$ cat src/rtl/cluster_frame_builder.sv
// Buffers per-bx cluster sets in a small FIFO and streams each bx out as one or two
// 4-cluster frames over a valid/ready handshake, tagged with the bx number.

module cluster_valid_chk #(
  parameter int MXCLSTBITS = 14
) (
  input  logic [MXCLSTBITS-1:0] cluster,
  output logic                  valid
);
  // 0x7FF is the packer's empty marker; nothing at or above 1536 is a real address
  assign valid = (cluster[10:0] < 11'd1536);
endmodule

module cluster_frame_builder #(
  parameter int MXCLSTBITS = 14,
  parameter int MXCLUSTERS = 8,
  parameter int MXOUTBITS  = 56,
  parameter int FIFO_DEPTH = 4
) (
  input  logic                  clock4x,
  input  logic                  global_reset_n,
  input  logic                  bx_strobe,
  input  logic                  bc0,
  input  logic [MXCLSTBITS-1:0] cluster0,
  input  logic [MXCLSTBITS-1:0] cluster1,
  input  logic [MXCLSTBITS-1:0] cluster2,
  input  logic [MXCLSTBITS-1:0] cluster3,
  input  logic [MXCLSTBITS-1:0] cluster4,
  input  logic [MXCLSTBITS-1:0] cluster5,
  input  logic [MXCLSTBITS-1:0] cluster6,
  input  logic [MXCLSTBITS-1:0] cluster7,
  output logic [MXOUTBITS-1:0]  frame,
  output logic                  frame_valid,
  input  logic                  frame_ready,
  output logic                  frame_last,
  output logic [11:0]           frame_bxn,
  output logic                  fifo_full,
  output logic [15:0]           overflow_cnt
);

  localparam int HALF = MXCLUSTERS / 2;
  localparam int PW   = (FIFO_DEPTH > 1) ? $clog2(FIFO_DEPTH) : 1;
  localparam int CW   = $clog2(FIFO_DEPTH + 1);
  localparam logic [11:0] BX_MAX = 12'd3563;

  typedef struct packed {
    logic [MXCLUSTERS-1:0]                 vmask;
    logic [MXCLUSTERS-1:0][MXCLSTBITS-1:0] clus;
    logic [11:0]                           bxn;
  } entry_t;

  typedef enum logic [1:0] {IDLE, SEND_LO, SEND_HI} state_t;

  logic [MXCLUSTERS-1:0][MXCLSTBITS-1:0] clus_in;
  logic [MXCLUSTERS-1:0]                 vmask_in;

  assign clus_in = {cluster7, cluster6, cluster5, cluster4,
                    cluster3, cluster2, cluster1, cluster0};

  for (genvar g = 0; g < MXCLUSTERS; g++) begin : g_vchk
    cluster_valid_chk #(.MXCLSTBITS(MXCLSTBITS)) u_vchk (
      .cluster (clus_in[g]),
      .valid   (vmask_in[g])
    );
  end

  // bx counter and one-cycle capture stage ahead of the FIFO write
  logic [11:0] bxn, cap_bxn;
  logic        wr_req;
  entry_t      wr_entry;

  assign cap_bxn = bc0 ? 12'd0 : bxn;

  always_ff @(posedge clock4x or negedge global_reset_n) begin
    if (!global_reset_n) begin
      bxn      <= '0;
      wr_req   <= 1'b0;
      wr_entry <= '0;
    end else begin
      wr_req <= bx_strobe && (|vmask_in);
      if (bx_strobe) begin
        bxn      <= bc0 ? 12'd1 : ((bxn == BX_MAX) ? 12'd0 : bxn + 12'd1);
        wr_entry <= '{vmask: vmask_in, clus: clus_in, bxn: cap_bxn};
      end
    end
  end

  // FIFO; the head entry stays stored until its last frame is accepted
  entry_t          mem [FIFO_DEPTH];
  logic [PW-1:0]   wr_ptr, rd_ptr, rd_nxt;
  logic [CW-1:0]   cnt, cnt_nxt;
  logic            push, pop;

  function automatic logic [PW-1:0] ptr_inc(input logic [PW-1:0] p);
    return (p == PW'(FIFO_DEPTH - 1)) ? '0 : p + PW'(1);
  endfunction

  assign rd_nxt  = ptr_inc(rd_ptr);
  assign push    = wr_req && (!fifo_full || pop);
  assign cnt_nxt = cnt + CW'(push) - CW'(pop);

  always_ff @(posedge clock4x) begin
    if (push) mem[wr_ptr] <= wr_entry;
  end

  always_ff @(posedge clock4x or negedge global_reset_n) begin
    if (!global_reset_n) begin
      wr_ptr       <= '0;
      rd_ptr       <= '0;
      cnt          <= '0;
      fifo_full    <= 1'b0;
      overflow_cnt <= '0;
    end else begin
      if (push) wr_ptr <= ptr_inc(wr_ptr);
      if (pop)  rd_ptr <= rd_nxt;
      cnt       <= cnt_nxt;
      fifo_full <= (cnt_nxt == CW'(FIFO_DEPTH));
      if (wr_req && !push && (overflow_cnt != 16'hFFFF))
        overflow_cnt <= overflow_cnt + 16'd1;
    end
  end

  // output FSM
  state_t state, state_n;
  entry_t out_e;
  logic   load, load_nxt, hs, lo_last;

  assign lo_last = ~|out_e.vmask[MXCLUSTERS-1:HALF];
  assign hs      = frame_valid && frame_ready;

  always_ff @(posedge clock4x or negedge global_reset_n) begin
    if (!global_reset_n) begin
      state <= IDLE;
      out_e <= '0;
    end else begin
      state <= state_n;
      if (load) out_e <= load_nxt ? mem[rd_nxt] : mem[rd_ptr];
    end
  end

  always_comb begin
    state_n  = state;
    load     = 1'b0;
    load_nxt = 1'b0;
    pop      = 1'b0;
    case (state)
      IDLE: begin
        if (cnt != '0) begin
          load    = 1'b1;
          state_n = SEND_LO;
        end
      end
      SEND_LO, SEND_HI: begin
        if (hs) begin
          if (state == SEND_LO && !lo_last) begin
            state_n = SEND_HI;
          end else begin
            pop = 1'b1;
            // the entry behind the popped head is only visible if already stored
            if (cnt > CW'(1)) begin
              load     = 1'b1;
              load_nxt = 1'b1;
              state_n  = SEND_LO;
            end else begin
              state_n = IDLE;
            end
          end
        end
      end
      default: state_n = IDLE;
    endcase
  end

  assign frame_valid = (state != IDLE);

  always_comb begin
    frame      = '0;
    frame_last = 1'b0;
    frame_bxn  = '0;
    case (state)
      SEND_LO: begin
        frame      = out_e.clus[HALF-1:0];
        frame_last = lo_last;
        frame_bxn  = out_e.bxn;
      end
      SEND_HI: begin
        frame      = out_e.clus[MXCLUSTERS-1:HALF];
        frame_last = 1'b1;
        frame_bxn  = out_e.bxn;
      end
      default: ;
    endcase
  end

endmodule

$ cat config.mk
export PLATFORM = sky130hd
export DESIGN_NAME = cluster_frame_builder
export DESIGN_NICKNAME = d
export VERILOG_FILES = /design/src/rtl/cluster_frame_builder.sv
export SDC_FILE = /design/constraint.sdc
export NUM_CORES = 1
export LEC_CHECK = 0
export ABC_AREA = 1
export CORE_UTILIZATION = 35
export DETAILED_ROUTE_END_ITERATION = 6
export PLACE_DENSITY = 0.49
export SYNTH_ARGS = -nofsm -noshare
export SYNTH_HDL_FRONTEND = slang
export SYNTH_SLANG_ARGS = --single-unit
export TNS_END_PERCENT = 1
$ cat constraint.sdc
create_clock -name clock4x -period 9.08 [get_ports clock4x]
set_clock_uncertainty 0.05 [all_clocks]
set_input_delay 1.816 -clock clock4x [delete_from_list [all_inputs] [get_ports clock4x]]
set_output_delay 1.816 -clock clock4x [all_outputs]
set_load 0.1 [all_outputs]
==> impl_metrics.yaml <==
detailed_routing:
  vias_per_cell: 5.06
  postRouteAntennaNets: 0
  drt_iter0_markers: 2354
  wire_per_inst_um: 20.9
  drt-total-wl_um: 120000
  drt_pass1_iterations: 5
  num_vias: 29100
  route.detailed.drc: 0
sta:
  setup_viol: 0
  fin_crit_sh_pct: 63.6
  tns_ns: 0
  relSlewSlack_pct: 26.4
  worst_pin_slew_ns: 1.10
  rsz0062_at_grt: "false"
  min_period_ns: 5.77
  hold_violations: 0
  max_freq_mhz: 173
  slew_violations: 0
yosys:
  syn-num-nets: 4357
  synth_seq_cells: 807
  netlist_area_sq_mm: 0.0376
  synthArstFlopShare_pct: 36.6
  avgSynthCellArea_sq_um: 8.90
  synth_edf_count: 512
  seq_area_frac_synth_pct: 60.6
  synth_flop_cell: "edfxtp_1"
  yosysWarningCount: 0
  yosysTopAreaCellShare_pct: 40.9
  yosysTopAreaCell: "edfxtp_1"
  postSynthCellCount: 4224
  synth.distinct_cells: 29
  ys_top_cells_by_area: "edfxtp_1 (41%), dfrtp_1 (20%), nand2_1 (17%)"
placed_design:
  place_congestion: 0.858
  dp.cells: 5579
  numPortBuffers: 203
  hpwl_um: 68800
worst_setup_path:
  crit_fanout: 42
  reg2reg_setup_slack_ns: 4.04
  cp.required_ns: 7.21
  worstSetupPathType: "reg2out"
  endpoint_kind: "output port"
  cp.arrival_ns: 3.91
  crit_path_start_kind: "register"
layout:
  area_growth_pct: 15.8
  layout.cells.non_filler: 5748
  drive_gt1_share_pct: 4.52
  final_cell_mix: "nand2_1 (1653), edfxtp_1 (512), a21oi_1 (505), o21ai_0 (438), inv_1 (312)"
  utilization_pct: 41.1
  final_common_cell: "nand2_1"
  fillers: 10500
  diodes: 0
  layout.nets: 4415
global_route:
  grt_pass1_vias: 28000
  overflow: 0
  grt_usage_pct: 22.1
  antenna_found_initial: 4
  grt_pass1_wl_um: 180000
  grt_max_degree: 167
cts:
  cts_sinks: 807
  hold_buffers: 0
  post_cts_resized: 0
  root_buffer: "clkbuf_16"
  h-tree-depth: 3
  cts_setup_buffers: 0
  cts_made_buffers: 92
  cts_buffer_depth: 3
  clock_latency_ns: 0.65
  clk_pin_slew_worst_paths_ns: 0.06
  tritoncts: "done"
power_and_ir_drop:
  power.leakage_nw: 18.7
  power_density_mw_per_mm2: 378
  vdd_drop_max_mv: 0.299
die:
  start_util_pct: 35.5
  rows: 119
  core_sq_mm: 0.106
  ios: 204
  die-height_um: 330
  die_area_sq_mm: 0.109
  die_w_um: 330
run:
  cap_violations: 0
worst_hold_path:
  hp-class: "reg2reg"
status:
  status: "completed"
[power breakdown]
group	internal, mW	switching, mW	leakage (nW)
sequential	4.82	0.644	8.39
clock	2.10	1.50	1.43
combinational	1.91	5.47	8.89
[path summary, 6_finish.rpt]
kind | to | cells past startpoint | startpoint
max | frame_last | 6 | state[1]$_DFFE_PN0P_
min in group asynchronous | wr_entry[2]$_DFFE_PN0P_ | 1 | global_reset_n
min | out_e[131]$_DFFE_PN0P_ | 2 | out_e[131]$_DFFE_PN0P_
max in group asynchronous | wr_entry[65]$_DFFE_PN0P_ | 2 | global_reset_n
max reg2reg | out_e[44]$_DFFE_PN0P_ | 11 | rd_ptr[0]$_DFFE_PN0P_
min reg2reg | out_e[131]$_DFFE_PN0P_ | 2 | out_e[131]$_DFFE_PN0P_
[cell usage after synthesis, types with 3 or more instances]
master,instances
nor2_1,38
o21ai_0,438
clkbuf_1,153
nor3_1,6
xor2_1,17
nand3_1,15
o211ai_1,67
dfrtp_1,295
a31oi_1,5
nor2_2,3
buf_2,93
buf_1,21
xnor2_1,3
edfxtp_1,512
nand4_1,5
ha_1,15
a21oi_1,506
o21ai_1,42
inv_1,315
buf_6,6
o22ai_1,6
nand2_1,1654
buf_4,3
[per-layer routing]
metal	wire, um	vias up	global-route usage [%]
met5	23	-	0
met4	2760	4	6.47
met3	6350	170	2.50
met2	54900	812	35.4
met1	56200	14000	31.5
li1	-	14100	-
[stage by stage]
stage	setup slack [ns]	area (sq um)	hold WS, ns	total power, mW
5_1_grt	3.14	43500	0.443	17.5
2_1_floorplan	0.529	37600	0.399	10.5
4_1_cts	3.24	43500	0.432	16.6
3_5_place_dp	3.20	40600	0.415	12.9
6_report	3.31	43500	0.429	16.5
3_3_place_gp	3.21	40600	0.412	12.9
[critical path, stage by stage, from the launching register on]
cell             delay, ns
dfrtp_1               0.40
inv_1                 0.11
ha_2                  0.45
buf_4                 0.55
nand3_1               0.35
a21oi_1               0.22
clkdlybuf4s50_1       1.15
[final cells by class]
type / instances / area [sq um] / area share (%)
Sequential cell: 807 / 22800 / 52.3
Multi-Input combinational cell: 2824 / 12500 / 28.7
Clock buffer: 134 / 2650 / 6.09
Timing Repair Buffer: 240 / 2390 / 5.49
Tap cell: 1391 / 1740 / 4.00
Inverter: 317 / 1210 / 2.78
Clock inverter: 35 / 259 / 0.595
[sequential cells by signal (all words and copies together) (netlist names), 2 cells and up]
register,cells
mem,512
out_e,128
wr_entry,128
overflow_cnt,16
bxn,12
cnt,3
rd_ptr,2
state,2
wr_ptr,2
[cell families (layout without fill, tap and decap cells)]
| group | after synthesis | in the layout | synth area share [%] |
|---|---|---|---|
| simple gates | 1723 | 1723 | 17.4 |
| compound gates | 1065 | 1065 | 14.7 |
| flops | 807 | 807 | 60.6 |
| buf+inv | 593 | 726 | 6.38 |
| xor+xnor | 20 | 20 | 0.466 |
| fa+ha+maj | 16 | 16 | 0.553 |
Note: power is estimated with default switching activity, not from simulation.
